==> src/rtl/dti_pkg.sv <==
// Shared phase-state type and default sizing for the three-phase dead-time inserter.
package dti_pkg;

    typedef enum logic [1:0] {
        DEAD  = 2'd0,
        HI_ON = 2'd1,
        LO_ON = 2'd2
    } phase_state_t;

    localparam int DEF_CNT_W       = 32'sd8;
    localparam int DEF_DEAD_CYCLES = 32'sd25;

endpackage

==> src/rtl/dti_phase.sv <==
// One inverter leg: registered command, DEAD/HI_ON/LO_ON FSM with dead-time counter,
// and registered complementary gate outputs.
module dti_phase
    import dti_pkg::*;
#(
    parameter int CNT_W       = DEF_CNT_W,
    parameter int DEAD_CYCLES = DEF_DEAD_CYCLES
) (
    input  logic clk,
    input  logic rst_n,
    input  logic run,
    input  logic cmd,
    output logic gate_hi,
    output logic gate_lo
);

    localparam logic [CNT_W-1:0] CNT_RELOAD = CNT_W'(DEAD_CYCLES - 32'sd1);
    localparam logic [CNT_W-1:0] CNT_ZERO   = {CNT_W{1'b0}};
    localparam logic [CNT_W-1:0] CNT_ONE    = CNT_W'(32'sd1);

    logic             cmd_r;
    phase_state_t     state_r;
    logic [CNT_W-1:0] cnt_r;
    logic             hi_r;
    logic             lo_r;

    // Command sample register; the FSM only ever looks at this copy.
    always_ff @(posedge clk or negedge rst_n) begin
        if (!rst_n) begin
            cmd_r <= 1'b0;
        end else begin
            cmd_r <= cmd;
        end
    end

    // Leg FSM; gates are decoded into flops together with the state so hi and lo never overlap.
    always_ff @(posedge clk or negedge rst_n) begin
        if (!rst_n) begin
            state_r <= DEAD;
            cnt_r   <= CNT_RELOAD;
            hi_r    <= 1'b0;
            lo_r    <= 1'b0;
        end else if (!run) begin
            state_r <= DEAD;
            cnt_r   <= CNT_RELOAD;
            hi_r    <= 1'b0;
            lo_r    <= 1'b0;
        end else begin
            case (state_r)
                HI_ON: begin
                    if (!cmd_r) begin
                        state_r <= DEAD;
                        cnt_r   <= CNT_RELOAD;
                        hi_r    <= 1'b0;
                        lo_r    <= 1'b0;
                    end else begin
                        hi_r    <= 1'b1;
                        lo_r    <= 1'b0;
                    end
                end
                LO_ON: begin
                    if (cmd_r) begin
                        state_r <= DEAD;
                        cnt_r   <= CNT_RELOAD;
                        hi_r    <= 1'b0;
                        lo_r    <= 1'b0;
                    end else begin
                        hi_r    <= 1'b0;
                        lo_r    <= 1'b1;
                    end
                end
                DEAD: begin
                    // Target leg is chosen only at expiry; command activity never restarts the count.
                    if (cnt_r == CNT_ZERO) begin
                        state_r <= cmd_r ? HI_ON : LO_ON;
                        hi_r    <= cmd_r;
                        lo_r    <= ~cmd_r;
                    end else begin
                        cnt_r   <= cnt_r - CNT_ONE;
                        hi_r    <= 1'b0;
                        lo_r    <= 1'b0;
                    end
                end
                default: begin
                    state_r <= DEAD;
                    cnt_r   <= CNT_RELOAD;
                    hi_r    <= 1'b0;
                    lo_r    <= 1'b0;
                end
            endcase
        end
    end

    assign gate_hi = hi_r;
    assign gate_lo = lo_r;

endmodule

==> src/rtl/deadtime_inserter.sv <==
// Three-phase dead-time insertion stage with run gating and an optional latched external
// fault (enabled by defining DEADTIME_FAULT_LATCH_EN).
module deadtime_inserter
    import dti_pkg::*;
#(
    parameter int CNT_W       = DEF_CNT_W,
    parameter int DEAD_CYCLES = DEF_DEAD_CYCLES
) (
    input  logic clk,
    input  logic reset,
    input  logic enable,
    input  logic Va,
    input  logic Vb,
    input  logic Vc,
    input  logic fault_n,
    input  logic fault_clr,
    output logic Ga_hi,
    output logic Ga_lo,
    output logic Gb_hi,
    output logic Gb_lo,
    output logic Gc_hi,
    output logic Gc_lo,
    output logic fault_flag
);

    if ((DEAD_CYCLES < 32'sd1) || (DEAD_CYCLES > ((32'sd1 <<< CNT_W) - 32'sd1))) begin : g_param_check
        $error("deadtime_inserter: DEAD_CYCLES outside 1..2**CNT_W-1");
    end

    logic fault_block_s;
    logic run_s;
    logic run_r;

`ifdef DEADTIME_FAULT_LATCH_EN
    logic fault_meta_r;
    logic fault_sync_r;
    logic fault_flag_r;

    // Fault synchronizer and latch; an active synchronized fault always beats fault_clr.
    always_ff @(posedge clk or negedge reset) begin
        if (!reset) begin
            fault_meta_r <= 1'b1;
            fault_sync_r <= 1'b1;
            fault_flag_r <= 1'b0;
        end else begin
            fault_meta_r <= fault_n;
            fault_sync_r <= fault_meta_r;
            if (!fault_sync_r) begin
                fault_flag_r <= 1'b1;
            end else if (fault_clr) begin
                fault_flag_r <= 1'b0;
            end else begin
                fault_flag_r <= fault_flag_r;
            end
        end
    end

    // Block on the synchronized fault itself too, so gating starts a cycle before the flag shows.
    assign fault_block_s = fault_flag_r | ~fault_sync_r;
    assign fault_flag    = fault_flag_r;
`else
    logic unused_fault_s;
    assign unused_fault_s = fault_n ^ fault_clr;
    assign fault_block_s  = 1'b0;
    assign fault_flag     = 1'b0;
`endif

    // Combine run enable with fault blocking.
    always_comb begin
        run_s = 1'b0;
        if (enable && !fault_block_s) begin
            run_s = 1'b1;
        end else begin
            run_s = 1'b0;
        end
    end

    // Run qualifier is registered so it lines up with the registered commands in each leg.
    always_ff @(posedge clk or negedge reset) begin
        if (!reset) begin
            run_r <= 1'b0;
        end else begin
            run_r <= run_s;
        end
    end

    dti_phase #(.CNT_W(CNT_W), .DEAD_CYCLES(DEAD_CYCLES)) u_phase_a (
        .clk(clk), .rst_n(reset), .run(run_r), .cmd(Va), .gate_hi(Ga_hi), .gate_lo(Ga_lo)
    );

    dti_phase #(.CNT_W(CNT_W), .DEAD_CYCLES(DEAD_CYCLES)) u_phase_b (
        .clk(clk), .rst_n(reset), .run(run_r), .cmd(Vb), .gate_hi(Gb_hi), .gate_lo(Gb_lo)
    );

    dti_phase #(.CNT_W(CNT_W), .DEAD_CYCLES(DEAD_CYCLES)) u_phase_c (
        .clk(clk), .rst_n(reset), .run(run_r), .cmd(Vc), .gate_hi(Gc_hi), .gate_lo(Gc_lo)
    );

endmodule

==> config.mk <==
export PLATFORM = sky130hd
export DESIGN_NAME = deadtime_inserter
export DESIGN_NICKNAME = d
export VERILOG_FILES = /design/src/rtl/dti_pkg.sv /design/src/rtl/dti_phase.sv /design/src/rtl/deadtime_inserter.sv
export SDC_FILE = /design/constraint.sdc
export NUM_CORES = 1
export LEC_CHECK = 0
export CORE_AREA = 2 2 68 63
export DETAILED_ROUTE_END_ITERATION = 7
export DIE_AREA = 0 0 70 65
export GPL_TIMING_DRIVEN = 0
export PLACE_DENSITY = 0.77
export SKIP_CTS_REPAIR_TIMING = 1
export SYNTH_ARGS = -nofsm -noshare
export SYNTH_HDL_FRONTEND = slang
export SYNTH_SLANG_ARGS = --single-unit
==> constraint.sdc <==
create_clock -name clk -period 3.4 [get_ports clk]
set_input_delay 0.34 -clock clk [delete_from_list [all_inputs] [get_ports clk]]
set_output_delay 0.34 -clock clk [all_outputs]
set_load 0.005 [all_outputs]
Yosys cells after proc, flatten, opt, wreduce, memory -nomap -nowiden
Cells that the tools add are included.
- bits in registers: 40
- latch bits: 0
- memory bits (writable): 0
- ROM bits: 0
- output and inout bits: 7
- memories kept: 0
- add/sub/neg operators: 3
- multipliers: 0
- divide/modulo/power cells: 0
- $lt $le $gt $ge: 0
- eq/ne operators: 18
- shifts and indexed selects: 0
- mux-type cells: 58
- bitwise operators: 3
- reductions and logical operators: 12
- operators with widths (cell ; count):
    $mux 8 ; 12
    $pmux 8 s3 ; 3
    $mux 2 ; 15
    $logic_not 8->1 ; 3
    $sub 8x1->8 const B ; 3
    $mux 1 ; 19
    $ne 3x2->1 const B ; 6
    $ne 3x3->1 const B ; 6
    $pmux 2 s3 ; 3
    $reduce_and 3->1 ; 6
    $pmux 1 s2 ; 6
    $eq 2x1->1 const B ; 3
    $eq 2x2->1 const B ; 3
    $logic_not 2->1 ; 3
    $not 1->1 ; 3

Depth between registers and ports, before layout
- depth after elaboration: 4
- depth in mapped cells: 7
- mapped depth without buffers: 6

Modules after synthesis
Synthesis repeated with hierarchy kept, for this count alone.
- cell total of the unflattened synthesis: 177
- area total of the unflattened synthesis: 2044.5 um^2
- modules (own cells, without submodules) (module ; times used ; cells each ; area an instance (um^2) ; sequential area each (um^2)):
    dti_phase ; 3 ; 58 ; 669.4 ; 327.8
    deadtime_inserter ; 1 ; 3 ; 36.3 ; 25.0

Worst setup path before layout
OpenSTA, ideal clock, no wires.
- path type: register to register
- from: register u_phase_c.cnt_r[2]
- to: register u_phase_c.cnt_r[7]
- data arrival time: 1.893 ns
- path slack: 1.429 ns
- cell stages (with the launch flop): 5
- buffers on the path: 0
- cells stage by stage: dfrtp_1 or4_1 or4_1 or4_1 a21oi_1
- cells in the longest elaborated chain, start to end: 4
- elaborated cells on any way between the ends: 7
- RTL lines (element ; line ; source):
    start: declaration ; dti_phase.sv:23 ; logic [CNT_W-1:0] cnt_r;
    start signal: assignment ; dti_phase.sv:79 ; cnt_r <= cnt_r - CNT_ONE;
    $sub 8x1->8 ; dti_phase.sv:79 ;
    $mux 8 ; dti_phase.sv:74 ; if (cnt_r == CNT_ZERO) begin
    $pmux 8 s3 ; dti_phase.sv:49 ; case (state_r)
    $mux 8 ; dti_phase.sv:43 ; end else if (!run) begin
Several ways; a longest one is shown, not always the timed one. The select of a mux whose other input is x is not followed.
A chain may end at the register's enable or synchronous reset.

Final worst setup path
- from: register u_phase_a.cnt_r[0]
- to: register u_phase_a.cnt_r[7]
- cells in the longest elaborated chain, start to end: 4
- elaborated cells on any way between the ends: 7
- RTL lines (element ; line):
    start: declaration ; dti_phase.sv:23
    start signal: assignment ; dti_phase.sv:79
    $sub 8x1->8 ; dti_phase.sv:79
    $mux 8 ; dti_phase.sv:74
    $pmux 8 s3 ; dti_phase.sv:49
    $mux 8 ; dti_phase.sv:43
Several ways; a longest one is shown, not always the timed one. The select of a mux whose other input is x is not followed.

==> metrics.md <==
| Metric | Value |
|---|---|
| Core footprint | 3910 sq um |
| Total die area | 4550 sq um |
| Hold Vio Cnt, Final | 0 |
| Internal power | 0.000721 W |
| LEAKAGE | 0.931 nW |
| Ys flop type | dfrtp_1 |
| Detailed Place HPWL | 2.68 mm |
| Max_slew headroom | 43.9% |
| Global route overflow | 0 |
| Routed WL | 3.77 mm |
| Placed Cells | 262 |
| Setup WS pre-CTS | 1.31 ns |
| I/O pin cnt | 15 |
| DRT Pass-1 Iters | 4 |
| Setup TNS | 0 ns |
| Syn. warnings | 0 |
| Crit path DAT | 2.27 ns |
| Die width | 70 microns |
| Sw frac | 28.2% |
| Initial antenna violation count | 0 |
| Worst Setup Slack, final | 1.31 ns |
| Final #Nets | 235 |
| Setup crit end kind | flip-flop |
| Final setup vio count | 0 |
| CTS tree | yes |
| RSZ-0062 raised after global routing | no |
| Placer congestion estimate | 0.869 |
| Maximum fanout along the worst path | 6 |
| Period Utilization, post-route | 61.6% |
| Fin cells | 270 |
| Post-Syn Area | 2030 sq um |
| Share of cells above drive strength 1 | 9.01% |
| Max-cap viol count | 0 |
| Startpoint Class | flip-flop |
| Final routed DRC violation total | 0 |
| Largest net degree at the start of global routing | 41 |
| Hold WC Path Type | input pin to async pin |
| I/O Buffers | 11 |
| Gate power share | 13.9% |
| Crit path largest cell delay | 0.52 ns |
| Worst path cell trace | inv_1, ha_1, or3b_2, o21ai_0, nor4_1, mux2i_1 |
| GRT Total Usage | 19.8% |
| Starting Density | 52.0% |
| Gate Count Post-Synth | 203 |
| Clock sink count | 40 |
| Cell variety after synth | 43 |
| Worst skew pair latency | 0.30 ns |
| Flop pwr share | 55.2% |
| Status | finished, final reports clean |
| Worst Skew | 0.0119 ns |
| DIE HEIGHT | 65 microns |
| Clk buf depth | 2 |
| # diodes | 0 |
| P_sw | 0.000284 W |
| Clock buffer count from CTS | 5 |
| Critical path required time | 3.57 ns |
| Vias/cell | 6.00 |
| Max VDD drop | 0.000351 V |
| Seq/Total Area, Yosys | 49.6% |
| Critical path class | flip-flop to flip-flop |
| Vias | 1619 |
| H-tree Lvls | 2 |
| Tmin final | 2.09 ns |
| ANT nets after route | 0 |
| Number of synthesized flops with an enable pin | 0 |
| Synth Register Bits | 40 |
| Mapped Nets | 217 |
| Clk slew on worst S/H paths | 0.08 ns |
| Synth async-reset ratio | 100% |
| Pins over their slew limit | 0 |
| Power Density | 440 nW/um^2 |
| Clock root buffer | clkbuf_8 |
| Wire per inst | 14.0 microns |
| Vias in the first global route | 1543 |
| Layout overhead on the synthesized area | 12.3% |
| Avg Cell Area, Syn | 10.0 sq um |
| CP max stage cell | o21ai_0 |
| Row cnt | 22 |
| FMAX | 0.477 GHz |
| DRT iter0 DRCs | 159 |
| Clock power frac | 30.9% |
| Worst-margin pin slew | 0.841 ns |
| First-pass GRT wire length | 7.08 mm |
[synthesized netlist by cell type (2+ instances only)]
master,number,area share [%]
o21ai_0,11,2.7
o31ai_1,4,1.5
nor4b_1,3,1.3
nor2_1,14,2.6
o211ai_1,2,0.74
nand3_1,7,1.7
nand4_1,2,0.61
or4_1,9,3.3
nor3_1,9,2.2
nand2b_1,6,1.8
nor4_1,6,1.8
ha_1,6,3.7
nor2b_1,2,0.61
dfrtp_1,34,42
dfstp_2,6,7.7
or3b_2,3,1.3
nand4b_1,4,1.7
nor3b_1,4,1.5
inv_1,9,1.7
xor2_1,3,1.3
or3_1,6,1.8
o311ai_0,2,0.86
a31oi_1,3,0.92
nand2_1,11,2.0
mux2i_1,6,3.0
and3_1,2,0.61
a21oi_1,11,2.7
clkbuf_1,3,0.55
[sequential cells by signal (all words and copies together) (netlist names), 2 cells and up]
signal,cells
u_phase_b.cnt_r,8
u_phase_b.state_r,2
u_phase_c.state_r,2
u_phase_c.cnt_r,8
u_phase_a.state_r,2
u_phase_a.cnt_r,8
[power by group through the flow]
| stage | Sequential (W) | Clock (W) | Combinational, W |
|---|---|---|---|
| 2_1_floorplan | 0.000552 | 0 | 0.000105 |
| 3_3_place_gp | 0.000560 | 0 | 0.000138 |
| 3_5_place_dp | 0.000562 | 0 | 0.000140 |
| 4_1_cts | 0.000553 | 0.000319 | 0.000141 |
| 5_1_grt | 0.000562 | 0.000341 | 0.000163 |
| 6_report | 0.000554 | 0.000311 | 0.000140 |
[per-stage QoR]
| stage | instance area [sq um] | hold WS (ns) | power [W] | utilization [%] |
|---|---|---|---|---|
| 3_5_place_dp | 2200 | 0.502 | 0.000702 | 56.3 |
| 3_3_place_gp | 2200 | 0.500 | 0.000698 | 56.4 |
| 6_report | 2280 | 0.140 | 0.00100 | 58.5 |
| 4_1_cts | 2280 | 0.172 | 0.00101 | 58.5 |
| 5_1_grt | 2280 | 0.214 | 0.00107 | 58.5 |
| 2_1_floorplan | 2030 | 0.0444 | 0.000657 | - |
[final timing paths]
path,endpoint,start,cells after the start,slack (ns)
max in group asynchronous,u_phase_c.cnt_r[2],reset,1,2.73
min,u_phase_b.gate_hi,reset,1,0.14
min reg2reg,u_phase_a.cnt_r[4],u_phase_a.cnt_r[4],2,0.52
max,u_phase_a.cnt_r[7],u_phase_a.cnt_r[0],6,1.31
max reg2reg,u_phase_a.cnt_r[7],u_phase_a.cnt_r[0],6,1.31
min in group clk,u_phase_a.cmd_r,Va,1,0.47
[cell type report]
cell class	instances	area, sq um
Fill cell	347	1620
Inverter	9	33.8
Timing Repair Buffer	11	105
Buffer	4	18.8
Multi-Input combinational cell	150	973
Sequential cell	40	1010
Tap cell	48	60.1
Clock buffer	6	72.6
Clock inverter	2	12.5
[cells by family after synthesis]
group / count (synthesis) / synth area share [%]
AND/OR/NAND/NOR: 93 / 27.0
AO/OA/AOI/OAI: 41 / 12.7
flip-flops: 40 / 49.6
buffers and inverters: 13 / 2.58
adder cells (fa/ha/maj): 6 / 3.69
multiplexers: 6 / 2.95
XOR/XNOR: 3 / 1.29
other: 1 / 0.184
[layer usage]
metal	global-route usage, %	share of wire [%]	wire length [microns]	vias up
met4	8.17	2.4	91	0
met3	6.07	3.9	146	9
met2	29.2	46	1730	37
met5	0	0	0	-
met1	27.1	48	1800	775
li1	-	-	-	798
[cells in the final DEF (no fill, tap or decap), types with 2 or more instances in the layout]
cell,instances
nand2_1,11
nand4_1,2
or3_1,6
o211ai_1,2
inv_1,9
mux2i_1,6
dfstp_2,6
a21oi_1,11
o31ai_1,4
nor3b_1,4
or4_1,9
nor4b_1,3
nand2b_1,6
nor3_1,9
a31oi_1,3
o311ai_0,2
nor2b_1,2
dfrtp_1,34
clkdlybuf4s50_1,10
and3_1,2
nand3_1,7
or3b_2,3
clkbuf_8,5
o21ai_0,11
nor2_1,14
nor4_1,6
xor2_1,3
ha_1,6
nand4b_1,4
clkbuf_1,4
[critical path, delay by kind of cell (launching register included)]
| kind | cells | cell delay (ns) |
|---|---|---|
| simple gates | 2 | 0.62 |
| compound gates | 1 | 0.52 |
| flops | 1 | 0.42 |
| fa+ha+maj | 1 | 0.15 |
| mux | 1 | 0.15 |
| buf+inv | 1 | 0.11 |
No activity file was read; power rests on OpenSTA's default activity.
